$ cat src/rtl/bsg_bladerunner_rom_banked_if.sv
// Endpoint-side request/response bundle for the banked configuration ROM server.
// The server takes the slave view; the network endpoint (or a bench) takes the master view.
interface bsg_bladerunner_rom_banked_if #(
  parameter int addr_width_p = 8,
  parameter int data_width_p = 32
) ();

  logic                        in_v_i;
  logic                        in_yumi_o;
  logic [addr_width_p-1:0]     in_addr_i;
  logic [data_width_p/8-1:0]   in_mask_i;
  logic                        in_we_i;
  logic                        returning_v_o;
  logic [data_width_p-1:0]     returning_data_o;
  logic                        returning_yumi_i;

  modport slave (
    input  in_v_i, in_addr_i, in_mask_i, in_we_i, returning_yumi_i,
    output in_yumi_o, returning_v_o, returning_data_o
  );

  modport master (
    output in_v_i, in_addr_i, in_mask_i, in_we_i, returning_yumi_i,
    input  in_yumi_o, returning_v_o, returning_data_o
  );

endinterface

$ cat src/rtl/bsg_bladerunner_rom_banked.sv
// Read-only ROM server: wide entries split into link-width chunks, credit-reserved response FIFO.
// Optional saturating error counter enabled by defining BSG_BLADERUNNER_ROM_ERR_COUNT_EN.
module bsg_bladerunner_rom_banked #(
  parameter  int rom_width_p   = 64,
  parameter  int rom_els_p     = 6,
  parameter  int data_width_p  = 32,
  parameter  int addr_width_p  = 8,
  parameter  int fifo_els_p    = 4,
  localparam int chunks_lp     = (rom_width_p + data_width_p - 1) / data_width_p,
  localparam int lg_chunks_lp  = (chunks_lp == 1) ? 1 : $clog2(chunks_lp),
  localparam int lg_rom_els_lp = (rom_els_p == 1) ? 1 : $clog2(rom_els_p)
) (
  input  logic                         clk_i,
  input  logic                         reset_n_i,
  bsg_bladerunner_rom_banked_if.slave  ep,
  output logic [lg_rom_els_lp-1:0]     rom_addr_o,
  input  logic [rom_width_p-1:0]       rom_data_i,
  output logic                         err_write_o,
  output logic                         err_oob_o,
  output logic [15:0]                  err_count_o
);

  localparam int mask_w_lp  = data_width_p / 8;
  localparam int pad_w_lp   = chunks_lp * data_width_p;
  localparam int lg_fifo_lp = $clog2(fifo_els_p);
  localparam int lg_cnt_lp  = $clog2(fifo_els_p + 1);

  function automatic logic [data_width_p-1:0] chunk_sel(
    input logic [pad_w_lp-1:0]     pad,
    input logic [lg_chunks_lp-1:0] c
  );
    logic [data_width_p-1:0] res;
    res = '0;
    for (int k = 0; k < chunks_lp; k++) begin
      if (int'(c) == k) res = pad[k*data_width_p +: data_width_p];
    end
    return res;
  endfunction

  function automatic logic [data_width_p-1:0] byte_mask(
    input logic [data_width_p-1:0] d,
    input logic [mask_w_lp-1:0]    m
  );
    logic [data_width_p-1:0] res;
    for (int b = 0; b < mask_w_lp; b++) begin
      res[8*b +: 8] = d[8*b +: 8] & {8{m[b]}};
    end
    return res;
  endfunction

  function automatic logic [lg_fifo_lp-1:0] ptr_next(input logic [lg_fifo_lp-1:0] p);
    return (int'(p) == fifo_els_p - 1) ? '0 : p + 1'b1;
  endfunction

  function automatic logic [15:0] sat_inc(input logic [15:0] x);
    return (x == 16'hFFFF) ? x : x + 16'd1;
  endfunction

  logic [lg_chunks_lp-1:0]  w_chunk;
  logic [lg_rom_els_lp-1:0] w_entry;
  logic                     w_oob;
  logic                     w_nonempty;
  logic                     w_pop;
  logic                     w_push;
  logic                     w_credit_ok;
  logic                     w_yumi;
  logic                     w_acc_rd;
  logic                     w_acc_wr;

  logic                     r_vld_p1;
  logic [lg_rom_els_lp-1:0] r_entry_p1;
  logic [lg_chunks_lp-1:0]  r_chunk_p1;
  logic [mask_w_lp-1:0]     r_mask_p1;
  logic                     r_oob_p1;

  logic [pad_w_lp-1:0]      w_rom_pad;
  logic [data_width_p-1:0]  w_data_p2;

  logic [data_width_p-1:0]  r_mem [fifo_els_p];
  logic [lg_fifo_lp-1:0]    r_rd_ptr;
  logic [lg_fifo_lp-1:0]    r_wr_ptr;
  logic [lg_cnt_lp-1:0]     r_count;

  logic                     r_err_write;
  logic                     r_err_oob;

  generate
    if (chunks_lp == 1) begin : g_single_chunk
      assign w_chunk = '0;
      assign w_entry = ep.in_addr_i[lg_rom_els_lp-1:0];
    end else begin : g_multi_chunk
      assign w_chunk = ep.in_addr_i[lg_chunks_lp-1:0];
      assign w_entry = ep.in_addr_i[lg_chunks_lp +: lg_rom_els_lp];
    end
  endgenerate

  assign w_oob      = (int'(w_entry) >= rom_els_p);
  assign w_nonempty = (r_count != '0);
  assign w_pop      = ep.returning_yumi_i & w_nonempty;

  // A same-cycle pop frees its slot immediately, so it counts toward the credit.
  assign w_credit_ok = (int'(r_count) + int'(r_vld_p1)) < (fifo_els_p + int'(w_pop));
  assign w_yumi      = reset_n_i & ep.in_v_i & (ep.in_we_i | w_credit_ok);
  assign w_acc_rd    = w_yumi & ~ep.in_we_i;
  assign w_acc_wr    = w_yumi & ep.in_we_i;

  assign ep.in_yumi_o = w_yumi;

  // ---- stage 1: register accepted read ----
  always_ff @(posedge clk_i or negedge reset_n_i) begin
    if (!reset_n_i) begin
      r_vld_p1   <= 1'b0;
      r_entry_p1 <= '0;
      r_chunk_p1 <= '0;
      r_mask_p1  <= '0;
      r_oob_p1   <= 1'b0;
    end else begin
      r_vld_p1 <= w_acc_rd;
      if (w_acc_rd) begin
        r_entry_p1 <= w_entry;
        r_chunk_p1 <= w_chunk;
        r_mask_p1  <= ep.in_mask_i;
        r_oob_p1   <= w_oob;
      end
    end
  end

  assign rom_addr_o = r_entry_p1;

  // ---- stage 2: chunk select, byte mask, push to response FIFO ----
  always_comb begin
    w_rom_pad                    = '0;
    w_rom_pad[rom_width_p-1:0]   = rom_data_i;
  end

  assign w_data_p2 = r_oob_p1 ? '0 : byte_mask(chunk_sel(w_rom_pad, r_chunk_p1), r_mask_p1);
  assign w_push    = r_vld_p1;

  always_ff @(posedge clk_i) begin
    if (w_push) r_mem[r_wr_ptr] <= w_data_p2;
  end

  always_ff @(posedge clk_i or negedge reset_n_i) begin
    if (!reset_n_i) begin
      r_rd_ptr <= '0;
      r_wr_ptr <= '0;
      r_count  <= '0;
    end else begin
      if (w_push) r_wr_ptr <= ptr_next(r_wr_ptr);
      if (w_pop)  r_rd_ptr <= ptr_next(r_rd_ptr);
      case ({w_push, w_pop})
        2'b10:   r_count <= r_count + 1'b1;
        2'b01:   r_count <= r_count - 1'b1;
        default: r_count <= r_count;
      endcase
    end
  end

  // Memory contents are not reset, so the head is gated by occupancy.
  assign ep.returning_v_o    = w_nonempty;
  assign ep.returning_data_o = w_nonempty ? r_mem[r_rd_ptr] : '0;

  always_ff @(posedge clk_i or negedge reset_n_i) begin
    if (!reset_n_i) begin
      r_err_write <= 1'b0;
      r_err_oob   <= 1'b0;
    end else begin
      if (w_acc_wr)          r_err_write <= 1'b1;
      if (w_acc_rd && w_oob) r_err_oob   <= 1'b1;
    end
  end

  assign err_write_o = r_err_write;
  assign err_oob_o   = r_err_oob;

`ifdef BSG_BLADERUNNER_ROM_ERR_COUNT_EN
  logic [15:0] r_err_count;

  always_ff @(posedge clk_i or negedge reset_n_i) begin
    if (!reset_n_i) begin
      r_err_count <= '0;
    end else if (w_acc_wr || (w_acc_rd && w_oob)) begin
      r_err_count <= sat_inc(r_err_count);
    end
  end

  assign err_count_o = r_err_count;
`else
  assign err_count_o = 16'h0000;
`endif

endmodule

$ cat src/flat_wrapper.sv
// flat-port wrapper written by rule: the top's interface ports become plain ports
module bsg_bladerunner_rom_banked_flat 
#(
  parameter  int rom_width_p   = 64,
  parameter  int rom_els_p     = 6,
  parameter  int data_width_p  = 32,
  parameter  int addr_width_p  = 8,
  parameter  int fifo_els_p    = 4,
  localparam int chunks_lp     = (rom_width_p + data_width_p - 1) / data_width_p,
  localparam int lg_chunks_lp  = (chunks_lp == 1) ? 1 : $clog2(chunks_lp),
  localparam int lg_rom_els_lp = (rom_els_p == 1) ? 1 : $clog2(rom_els_p)
)
  (clk_i, reset_n_i, rom_addr_o, rom_data_i, err_write_o, err_oob_o, err_count_o, ep_in_v_i, ep_in_addr_i, ep_in_mask_i, ep_in_we_i, ep_returning_yumi_i, ep_in_yumi_o, ep_returning_v_o, ep_returning_data_o);
  bsg_bladerunner_rom_banked_if #(.addr_width_p(addr_width_p), .data_width_p(data_width_p)) ep_i ();
  input  logic clk_i;
  input  logic reset_n_i;
  output logic [lg_rom_els_lp-1:0] rom_addr_o;
  input  logic [rom_width_p-1:0] rom_data_i;
  output logic err_write_o;
  output logic err_oob_o;
  output logic [15:0] err_count_o;
  input wire logic [$bits(ep_i.in_v_i)-1:0] ep_in_v_i;
  input wire logic [$bits(ep_i.in_addr_i)-1:0] ep_in_addr_i;
  input wire logic [$bits(ep_i.in_mask_i)-1:0] ep_in_mask_i;
  input wire logic [$bits(ep_i.in_we_i)-1:0] ep_in_we_i;
  input wire logic [$bits(ep_i.returning_yumi_i)-1:0] ep_returning_yumi_i;
  output wire logic [$bits(ep_i.in_yumi_o)-1:0] ep_in_yumi_o;
  output wire logic [$bits(ep_i.returning_v_o)-1:0] ep_returning_v_o;
  output wire logic [$bits(ep_i.returning_data_o)-1:0] ep_returning_data_o;
  assign ep_i.in_v_i = ep_in_v_i;
  assign ep_i.in_addr_i = ep_in_addr_i;
  assign ep_i.in_mask_i = ep_in_mask_i;
  assign ep_i.in_we_i = ep_in_we_i;
  assign ep_i.returning_yumi_i = ep_returning_yumi_i;
  assign ep_in_yumi_o = ep_i.in_yumi_o;
  assign ep_returning_v_o = ep_i.returning_v_o;
  assign ep_returning_data_o = ep_i.returning_data_o;
  bsg_bladerunner_rom_banked #(.rom_width_p(rom_width_p), .rom_els_p(rom_els_p), .data_width_p(data_width_p), .addr_width_p(addr_width_p), .fifo_els_p(fifo_els_p)) u_core (.clk_i(clk_i), .reset_n_i(reset_n_i), .ep(ep_i), .rom_addr_o(rom_addr_o), .rom_data_i(rom_data_i), .err_write_o(err_write_o), .err_oob_o(err_oob_o), .err_count_o(err_count_o));
endmodule
$ cat config.mk
export PLATFORM = sky130hd
export DESIGN_NAME = bsg_bladerunner_rom_banked_flat
export DESIGN_NICKNAME = d
export VERILOG_FILES = /design/src/rtl/bsg_bladerunner_rom_banked_if.sv /design/src/rtl/bsg_bladerunner_rom_banked.sv /design/src/flat_wrapper.sv
export SDC_FILE = /design/constraint.sdc
export NUM_CORES = 1
export LEC_CHECK = 0
export BUFFER_PORTS_ARGS = -buffer_cell sky130_fd_sc_hd__buf_2
export CAP_MARGIN = 40
export CORE_MARGIN = 4
export CORE_UTILIZATION = 25
export DETAILED_ROUTE_END_ITERATION = 6
export GPL_ROUTABILITY_DRIVEN = 0
export GPL_TIMING_DRIVEN = 0
export SLEW_MARGIN = 20
export SYNTH_ARGS = -nofsm -noshare
export SYNTH_HDL_FRONTEND = slang
export SYNTH_SLANG_ARGS = --single-unit
$ cat constraint.sdc
create_clock -name clk_i -period 2.6 [get_ports clk_i]
set_clock_uncertainty 0.15 [all_clocks]
set_input_delay 0.52 -clock clk_i [delete_from_list [all_inputs] [get_ports clk_i]]
set_output_delay 0.52 -clock clk_i [all_outputs]
set_load 0.02 [all_outputs]
# == Yosys cells after proc, flatten, opt, wreduce, memory -nomap -nowiden ==
# Memories as Yosys holds them, arrays and structs flattened.
# Cells that the tools add are included.
# word_totals
input_bits,81
mem_bits_rw,128
regBits,19
wordCells,45
output_inout_bits,55
n_memories,1
# classes
reduce_logical,3
eq_ne,4
mux,8
addsub,6
n_bitwise,11
magnitude_cmp,2
# mem_list
name,depth,width,rd,rd_clocked_by_memory_dff,write_ports,line_no,rtl
u_core.r_mem,4,32,1,0,1,bsg_bladerunner_rom_banked.sv:79,logic [data_width_p-1:0] r_mem [fifo_els_p];
# op_table
op,n
32-bit 2-to-1 mux,3
8-bit bitwise AND,4
32-bit less-than comparator,1
2-bit by 1-bit == test with 1-bit output (second input constant),3
3-bit one-hot mux with 2 select lines,1
1-bit bitwise AND,5
2-bit by 1-bit adder with 2-bit output (second input constant),2
3-bit by 1-bit adder with 4-bit output,1
3-bit by 1-bit adder with 4-bit output (first input constant),1
2-bit 2-to-1 mux,2
3-bit by 1-bit adder with 3-bit output (second input constant),1
3-bit >= comparator (second input constant),1
3-bit nonzero test,1
3-bit by 1-bit subtractor with 3-bit output (second input constant),1
2-bit == test (second input constant),1
1-bit 2-to-1 mux,2
2-bit nonzero test,1
1-bit logical AND,1
1-bit inverter,1
1-bit OR,1

# == Depth between registers and ports, before layout ==
# Gate-level depths: netlist (run 1).
# logic_depth
ltp_word,8
depth_mapped,8
mapped_depth_nobuf,8

# == Worst setup path before layout (run 1) ==
# OpenSTA, ideal clock, no wires.
# synth_path
kind,register to output
start,register u_core.r_rd_ptr[0]
end,output ep_returning_data_o[23]
path_slack_ps,462
path_buffers,2
path_stages_with_launch,5
t_arrival_ps,1468
required_ps,1930
cell_sequence,dfrtp_1 > buf_4 > buf_2 > mux4_2 > nor2b_1
# synth_between
elab_chain_cells,2
# synth_lines
element,line_no,rtl
from (decl),bsg_bladerunner_rom_banked.sv:80,logic [lg_fifo_lp-1:0] r_rd_ptr;
from (signal assigned),bsg_bladerunner_rom_banked.sv:150,if (w_pop) r_rd_ptr <= ptr_next(r_rd_ptr);
memory read 4 x 32 bit,-,
32-bit 2-to-1 mux,bsg_bladerunner_rom_banked.sv:161,assign ep.returning_data_o = w_nonempty ? r_mem[r_rd_ptr] : '0;
to (decl),flat_wrapper.sv:29,output wire logic [$bits(ep_i.returning_data_o)-1:0] ep_returning_data_o;
# No other way between the ends.

# == Final worst setup path (run 1) ==
# layout_path
start,register u_core.r_rd_ptr[0]
end,output ep_returning_data_o[30]
# The elaborated chain is that of the path after synthesis.

==> flow_summary.ini, run 1 <==
[outcome]
outcome = finished, final reports clean

[cells_and_area]
post-route-util_pct = 34.8
area_growth_pct = 36.8
final_net_count = 636
layout_commonest_cell = edfxtp_1
final_cell_mix = edfxtp_1 (128), buf_2 (102), mux2i_1 (33), nor2_1 (33)
diodes = 0
drive_above_1_share_pct = 48.3
finalNonFillerCells = 889
design_area_sq_mm = 0.00877

[placed_design]
hpwl_microns = 9650
placed_area_sq_mm = 0.00758
dpl.cell_count = 837
io_buffers = 115

[drt]
dr.first_iter.drc_count = 95
vias = 3572
wl_per_cell_microns = 16.0
drtAntennaViolNets = 0
drc = 0
drtPass1Iterations = 5
viasPerCell = 4.02
drt-total-wl_microns = 14200

[synthesis]
synth-simple-area-share_pct = 6.73
syn_area_per_cell_sq_um = 17.2
synth_area_sq_mm = 0.00641
synth_top_family_by_area = multiplexers
synth.distinct_cells = 32
synth_edf_count = 128
ys_warn_count = 0
synthXorXnorAreaFrac_pct = 0.546
synthCells = 372
synth_compound_area_share_pct = 1.03
ys.flop_type = edfxtp_1
synthMuxAreaShare_pct = 18.4
synthArstFlopShare_pct = 12.9
synthAdderAreaFrac_pct = 1.87
ys_seq_elements = 147
yosysSeqAreaShare_pct = 67.3

[power]
powerDensity_mw_per_mm2 = 1130
ir_drop_mv = 0.420
p_total_mw = 9.92
power.leakage_nw = 3.47

[sta]
worstMarginPinSlew_ns = 0.554
fmax_mhz = 387
setup_violations = 0
maxSlewHeadroom_pct = 63.0
finalMaxSlewViolations = 0
hold_violations = 0
rsz0062_at_grt = yes
finalCritPeriodShare_pct = 99.4
fin_hold_ws_ns = 0.183
period_needed_ns = 2.59

[critical_path]
crit_path_frequent_cell = buf_12
crit_type = flop to primary output
r2r-start = u_core.r_count[0]
crit_chain = buf_12 -> buf_12 -> mux4_2 -> nor2b_2 -> buf_6
critPathLaunchType = flop
startpoint = u_core.r_rd_ptr[0]
worstSetupEndpointType = primary output
cpMaxStageDelayCell = mux4_2
cpPeakStageDelay_ns = 0.48
required_ns = 1.93
critPathBufInv = 3
crit_fanout = 8
cp_data_arrival_time_ns = 1.92
critPathTopFamily = multiplexers

[cts]
cts_root_buffer = clkbuf_16
cts_made_buffers = 17
cts_tree = yes
clk_pin_slew_ns = 0.06
cts_sinks = 147
ctsLongestPathBuffers = 2
clkLatencyLatePin_ns = 0.41
h-tree-depth = 4

[global_route]
antenna_found_initial = 0
grt_pass1_vias = 3828
grt_usage_pct = 10.1
grt_max_degree = 20
grt_pass1_wl_microns = 21600
overflow = 0

[hold_path]
min_path_type = input pin to flop
hold_start = ep_in_addr_i[1]

[floorplanning]
start_util_pct = 25.5
io_pins = 136
die_w_microns = 168
fp.dieH_microns = 168
core_area_sq_mm = 0.0252
dieArea_sq_mm = 0.0283
num_rows = 58

[flow_run]
drv_cap = 0
-- worst reg2reg max path, cell delays in order (launching register included) --
cell and delay (ns):
dfrtp_2 0.46, ha_4 0.19, ha_4 0.24, o31ai_4 0.26
nand2_2 0.12, buf_6 0.14, buf_4 0.12, buf_4 0.12
buf_4 0.12, buf_4 0.12, buf_4 0.12, buf_4 0.13
o2bb2ai_1 0.11
-- Yosys cell counts (2+ instances only) --
library cell	n	area (sq um)
and2_1	4	25.0
mux2_4	8	120
clkbuf_1	8	30.0
nand3b_1	2	15.0
nor2_1	33	124
inv_1	9	33.8
o21ai_0	2	10.0
nor2b_1	32	200
edfxtp_1	128	3840
xor2_1	3	26.3
buf_1	2	7.51
o31ai_2	2	25.0
nand2_1	4	15.0
buf_2	6	30.0
ha_1	8	100
nand2b_1	5	31.3
buf_4	19	143
mux2i_1	33	330
dfrtp_1	19	475
nor3_1	2	10.0
mux4_2	32	721
-- cell type report --
type	count	area [sq um]
tap	330	413
fill	2426	16400
inverter	9	33.8
timing repair buffer	140	1020
sequential	147	4320
buffer	36	300
clock buffer	24	482
multi-input combinational	195	2070
clock inverter	8	128
-- state kept, by name, indices dropped and copies added (netlist names) --
name and cells:
u_core.r_mem 128, u_core.r_mask_p1 4, u_core.r_count 3, u_core.rom_addr_o 3, u_core.r_rd_ptr 2, u_core.r_wr_ptr 2
u_core.err_oob_o 1, u_core.err_write_o 1, u_core.r_chunk_p1 1, u_core.r_oob_p1 1, u_core.r_vld_p1 1
-- power by group --
part	switching [mW]	internal, mW
Combinational	2.14	2.10
Clock	0.907	1.59
Sequential	0.147	3.04
-- routing by layer --
layer	routed length, microns	vias up	GRT usage, %
met5	0	-	0
met4	218	0	3.60
met3	645	13	3.01
met2	7160	88	17.0
met1	6190	1754	12.5
li1	-	1717	-
-- repair_timing --
action | 4_1_cts | 5_1_grt
cloned | 0 | 3
hold endpoints to repair | 19 | 0
hold buffers | 1 | 0
endpoints found under the setup margin | 31 | 34
setup buffers | 13 | 3
pin swaps | 4 | 5
gates resized for setup | 32 | 76
-- path summary, 6_finish.rpt --
| path | to | slack (ns) | cells past startpoint |
|---|---|---|---|
| worst min-delay path | u_core.rom_addr_o[0] | 0.18 | 2 |
| worst max-delay path | ep_returning_data_o[30] | 0.01 | 5 |
| worst min register to register | u_core.err_write_o | 0.31 | 1 |
| min in group asynchronous | u_core.r_mask_p1[3] | 0.50 | 2 |
| worst max register to register | u_core.r_oob_p1 | 0.15 | 12 |
| max in group asynchronous | u_core.r_count[0] | 1.31 | 3 |
-- metrics by stage --
step           setup WS, ns  setup TNS (ns)
6_report             0.0144               0
5_1_grt             -0.0633           -1.56
4_1_cts             -0.0314          -0.181
3_5_place_dp       -0.00954        -0.00954
3_3_place_gp         -0.265           -9.05
2_1_floorplan         0.462               0
-- cells by family after synthesis --
group | Yosys count
flops | 147
fa+ha+maj | 9
simple gates | 84
other cells | 1
buf+inv | 45
mux | 74
xor+xnor | 4
compound gates | 8
Power figures use the tool's default switching activity.
==> run 2, diff against run 1 <==
REMOVE_ABC_BUFFERS = 1   (was not set)
clock period = 2.7 ns   (was 2.6 ns; I/O delays follow)
==> run 2 against run 1 <==
  * Critical path type unchanged
  * Via count is 2.3% lower
  * Cell area decreased by 6.3%
  * Sequential power barely moved
==> flow_summary.ini, run 2 (synthesis gave the netlist of run 1 again) <==
[global_route]
grt_pass1_wl_microns = 21400
grt_usage_pct = 9.98
antenna_found_initial = 0
grt_max_degree = 23
overflow = 0
grt_pass1_vias = 3873

[sta]
fin_setup_tns_ns = 0
worstMarginPinSlew_ns = 0.507
fmax_mhz = 382
fin_hold_ws_ns = 0.0721
period_needed_ns = 2.62
setup_violations = 0
finalCritPeriodShare_pct = 97.0
finalWorstSetupSlack_ns = 0.0817
finalMaxSlewViolations = 0
hold_violations = 0
maxSlewHeadroom_pct = 66.2

[cells_and_area]
reg_top3 = u_core.r_mem x128, u_core.r_mask_p1 x4
area_growth_pct = 28.1
diodes = 0
seqCellArea_sq_mm = 0.00433
layout_commonest_cell = edfxtp_1
nFillCells = 2468
final_cell_mix = edfxtp_1 (128), buf_2 (115), mux2i_1 (33), nor2_1 (33)
finalNonFillerCells = 848
largest_register_ffs = 128
regMostFlops = u_core.r_mem
final_net_count = 596
drive_above_1_share_pct = 42.9
multi_input_area_sq_mm = 0.00192

[drt]
drc = 0
vias = 3491
wl_per_cell_microns = 16.4
dr.first_iter.drc_count = 202
viasPerCell = 4.12
drt-total-wl_microns = 13900
drtAntennaViolNets = 0
drtPass1Iterations = 4

[floorplanning]
io_pins = 136
num_rows = 58
start_util_pct = 25.5
fp.dieH_microns = 168
dieArea_sq_mm = 0.0283
core_area_sq_mm = 0.0252
die_w_microns = 168

[critical_path]
crit_fanout = 4
crit_path_frequent_cell = nand2_1
crit_type = flop to primary output
cpPeakStageDelay_ns = 0.46
worstSetupEndpointType = primary output
cp_data_arrival_time_ns = 1.93
required_ns = 2.01
cpMaxStageDelayCell = dfrtp_2
critPathLaunchType = flop
crit_chain = ha_4 -> ha_1 -> o31ai_2 -> nand2_1 -> nand2_1 -> buf_6
startpoint = u_core.r_count[0]
r2r-start = u_core.r_count[0]

[power]
ir_drop_mv = 0.390
seqPwrFrac_pct = 35.8
p_sw_mw = 2.94
power.leakage_nw = 3.16
internal-power_mw = 5.90
powerDensity_mw_per_mm2 = 1080
combPwrFrac_pct = 37.2
pwr-share-clk_pct = 27.0
p_sw_share_pct = 33.2

[cts]
cts_sinks = 147
cts_tree = yes
cts_made_buffers = 17
ctsLongestPathBuffers = 2
cts_root_buffer = clkbuf_16
h-tree-depth = 4
clk_pin_slew_ns = 0.06
clkLatencyLatePin_ns = 0.41

[placed_design]
place_ws_ns = 0.128
io_buffers = 115
hpwl_microns = 9730
dpl.cell_count = 806

[outcome]
outcome = finished, final reports clean

[flow_run]
drv_cap = 0

[hold_path]
min_path_type = input pin to asynchronous set/reset pin
## run 2: cell count changes in the layout (fill, tap and decap cells not counted), sizes merged
cell         change
buf             -32
clkbuf          -14
clkinv           +1
dlygate4sd3      -1
inv              +5
## run 2: worst max-delay path, delay by kind of cell (launching register included)
kind	cells	cell delay, ns
adders and majority gates	2	0.46
and+or+nand+nor	2	0.21
AOI/OAI and AO/OA	1	0.27
DFF	1	0.46
buffers and inverters	1	0.11
## run 2: path summary, 6_finish.rpt
kind / slack [ns] / depth (start not counted) / endpoint
min in group clk_i: 0.20 / 2 / u_core.r_mask_p1[0]
setup / recovery: 0.08 / 6 / ep_in_yumi_o
setup reg to reg: 0.38 / 6 / u_core.r_mask_p1[3]
hold reg to reg: 0.32 / 1 / u_core.err_write_o
hold / removal: 0.07 / 2 / u_core.err_write_o
max in group asynchronous: 1.95 / 2 / u_core.r_rd_ptr[0]
## run 2: per-stage QoR
stage               cell area, sq um  util [%]  power, mW
finish                          8210      32.6       8.84
global route                    8210      32.6       9.39
CTS                             8160      32.4       8.97
detailed placement              7450      29.6       6.37
global placement                7240      28.7       6.21
floorplan                       6250         -       5.27
## run 2: layout make-up
type	count	area share [%]
multi-input cells	195	23.4
inverters	9	0.411
clock buffers	17	5.18
clock inverters	14	2.15
flip-flops and latches	147	52.7
well taps	330	5.03
repair buffers	136	11.1
## run 2: power groups by stage
stage,Combinational [mW],Sequential [mW],Clock [mW]
2_1_floorplan,1.91,3.36,0
5_1_grt,3.62,3.20,2.58
3_3_place_gp,2.71,3.50,0
3_5_place_dp,2.98,3.39,0
6_report,3.29,3.16,2.39
4_1_cts,3.29,3.22,2.46
## run 2: layer usage
layer  global-route usage [%]  part of all wire [%]  vias up
met2                     17.4                    53       81
met5                        0                     0        -
met3                     3.43                   4.7       12
li1                         -                     -     1636
met1                     11.6                    42     1762
met4                     3.07                   1.1        0
## run 2: timing repair
item	4_1_cts	5_1_grt
setup endpoints to repair	33	5
pin swaps	2	4
hold buffers	1	0
cloned	0	0
buffers inserted	7	3
endpoints found under the hold margin	19	0
gates resized for setup	4	5
==> run 3, diff against run 2 <==
clock period = 2.8 ns   (was 2.7 ns; I/O delays follow)
==> run 3 against run 2 <==
  * Non-clock buffer count down 6
  * Global-route usage about the same
  * Critical path depth unchanged
  * Total power down 4.6%
  * Setup slack better by 0.039 ns
  * Sequential share of layout area up 0.50 points
  * Sequential cell count unchanged
  * First-iteration DRC count unchanged
  * Routed wire length down 0.48%
  * Final cell count down 0.71%
  * Critical endpoint unchanged
==> flow_summary.ini, run 3 (synthesis gave the netlist of run 1 again) <==
[cts]
clk_pin_slew_ns = 0.06
cts_root_buffer = clkbuf_16
clkLatencyLatePin_ns = 0.41
ctsLongestPathBuffers = 2
cts_tree = yes
cts_sinks = 147
h-tree-depth = 4
cts_made_buffers = 17

[sta]
worstMarginPinSlew_ns = 0.520
fmax_mhz = 373
rsz0062_at_grt = no
finalMaxSlewViolations = 0
period_needed_ns = 2.68
hold_violations = 0
setup_violations = 0
maxSlewHeadroom_pct = 65.4
finalCritPeriodShare_pct = 95.7

[critical_path]
required_ns = 2.09
crit_fanout = 5
r2r_cells = 6
crit_type = flop to primary output
worstSetupEndpointType = primary output
critPathLaunchType = flop
cp_data_arrival_time_ns = 1.97

[cells_and_area]
post-route-util_pct = 32.3
drive_above_1_share_pct = 42.2
design_area_sq_mm = 0.00814
diodes = 0
layout_commonest_cell = edfxtp_1
reg_top3 = u_core.r_mem x128, u_core.r_mask_p1 x4
area_growth_pct = 26.9
nFillCells = 2467
final_cell_mix = edfxtp_1 (128), buf_2 (116), mux2i_1 (33), nor2_1 (33)
regMostFlops = u_core.r_mem
largest_register_ffs = 128
final_net_count = 590

[global_route]
overflow = 0
antenna_found_initial = 0
grt_usage_pct = 9.94
grt_pass1_wl_microns = 21300
grt_pass1_vias = 3837
grt_max_degree = 23

[drt]
wl_per_cell_microns = 16.4
drtAntennaViolNets = 0
drtPass1Iterations = 4
viasPerCell = 4.15
drc = 0
drt-total-wl_microns = 13800
vias = 3491
dr.first_iter.drc_count = 202

[hold_path]
min_path_type = input pin to asynchronous set/reset pin

[floorplanning]
start_util_pct = 25.5
num_rows = 58
die_w_microns = 168
io_pins = 136
dieArea_sq_mm = 0.0283
fp.dieH_microns = 168
core_area_sq_mm = 0.0252

[power]
ir_drop_mv = 0.375
power.leakage_nw = 3.12
powerDensity_mw_per_mm2 = 1040
p_total_mw = 8.43

[flow_run]
drv_cap = 0

[placed_design]
placed_area_sq_mm = 0.00745
io_buffers = 115
hpwl_microns = 9730

[outcome]
outcome = finished, final reports clean
==> run 3: cell types whose count changed in the layout (fill, tap and decap cells not counted), sizes merged <==
cell  before  now
buf      136  130
==> run 3: path summary, 6_finish.rpt <==
kind	startpoint	endpoint	slack [ns]
min reg2reg	u_core.err_write_o	u_core.err_write_o	0.32
min in group clk_i	ep_in_mask_i[0]	u_core.r_mask_p1[0]	0.22
max	u_core.r_count[0]	ep_in_yumi_o	0.12
min	reset_n_i	u_core.rom_addr_o[2]	0.08
max in group asynchronous	reset_n_i	u_core.r_rd_ptr[0]	2.04
max reg2reg	u_core.r_count[0]	u_core.r_mask_p1[3]	0.47
==> run 3: timing repair <==
| item | 4_1_cts | 5_1_grt |
|---|---|---|
| gates cloned | 0 | 0 |
| gates resized for setup | 0 | 5 |
| setup endpoints to repair | 32 | 15 |
| pin swaps | 0 | 2 |
| hold buffers | 1 | 0 |
| buffers inserted | 3 | 1 |
| hold endpoints to repair | 19 | 0 |
==> run 3: critical path, stage by stage (launching register included) <==
cell	delay [ns]
dfrtp_2	0.46
ha_2	0.22
ha_1	0.28
o31ai_2	0.25
nand2_1	0.11
nand2_1	0.08
buf_2	0.16
==> run 3: stage by stage <==
| stage | setup slack [ns] | hold WS [ns] | TNS, ns | instances |
|---|---|---|---|---|
| after detailed placement | 0.208 | 0.298 | 0 | 806 |
| final | 0.120 | 0.0844 | 0 | 842 |
| after global routing | 0.0185 | 0.114 | 0 | 842 |
| after global placement | -2.58 | 0.298 | -74.97 | 796 |
| after floorplan | -0.482 | 0.114 | -14.73 | 351 |
| after CTS | 0.0126 | 0.197 | 0 | 841 |
==> run 3: power breakdown <==
part / internal [mW] / switching [mW] / total, mW / leakage [nW]
clock network: 1.41 / 0.889 / 2.30 / 0.291
logic: 1.38 / 1.66 / 3.04 / 1.43
registers: 2.83 / 0.262 / 3.09 / 1.40
total: 5.62 / 2.81 / 8.43 / 3.12
==> run 3: final cells by class <==
type	instances	area, sq um	area share, %
Sequential cell	147	4330	53.2
Tap cell	330	413	5.07
Clock buffer	17	425	5.23
Timing Repair Buffer	130	843	10.4
Inverter	9	33.8	0.415
Clock inverter	14	176	2.17
Multi-Input combinational cell	195	1910	23.5
==> run 3: layer usage <==
metal | part of all wire, % | up-vias | track usage, %
met2 | 52 | 82 | 17.3
met3 | 4.9 | 12 | 3.43
met1 | 41 | 1768 | 11.6
met4 | 1.3 | 0 | 3.07
li1 | - | 1629 | -
met5 | 0 | - | 0
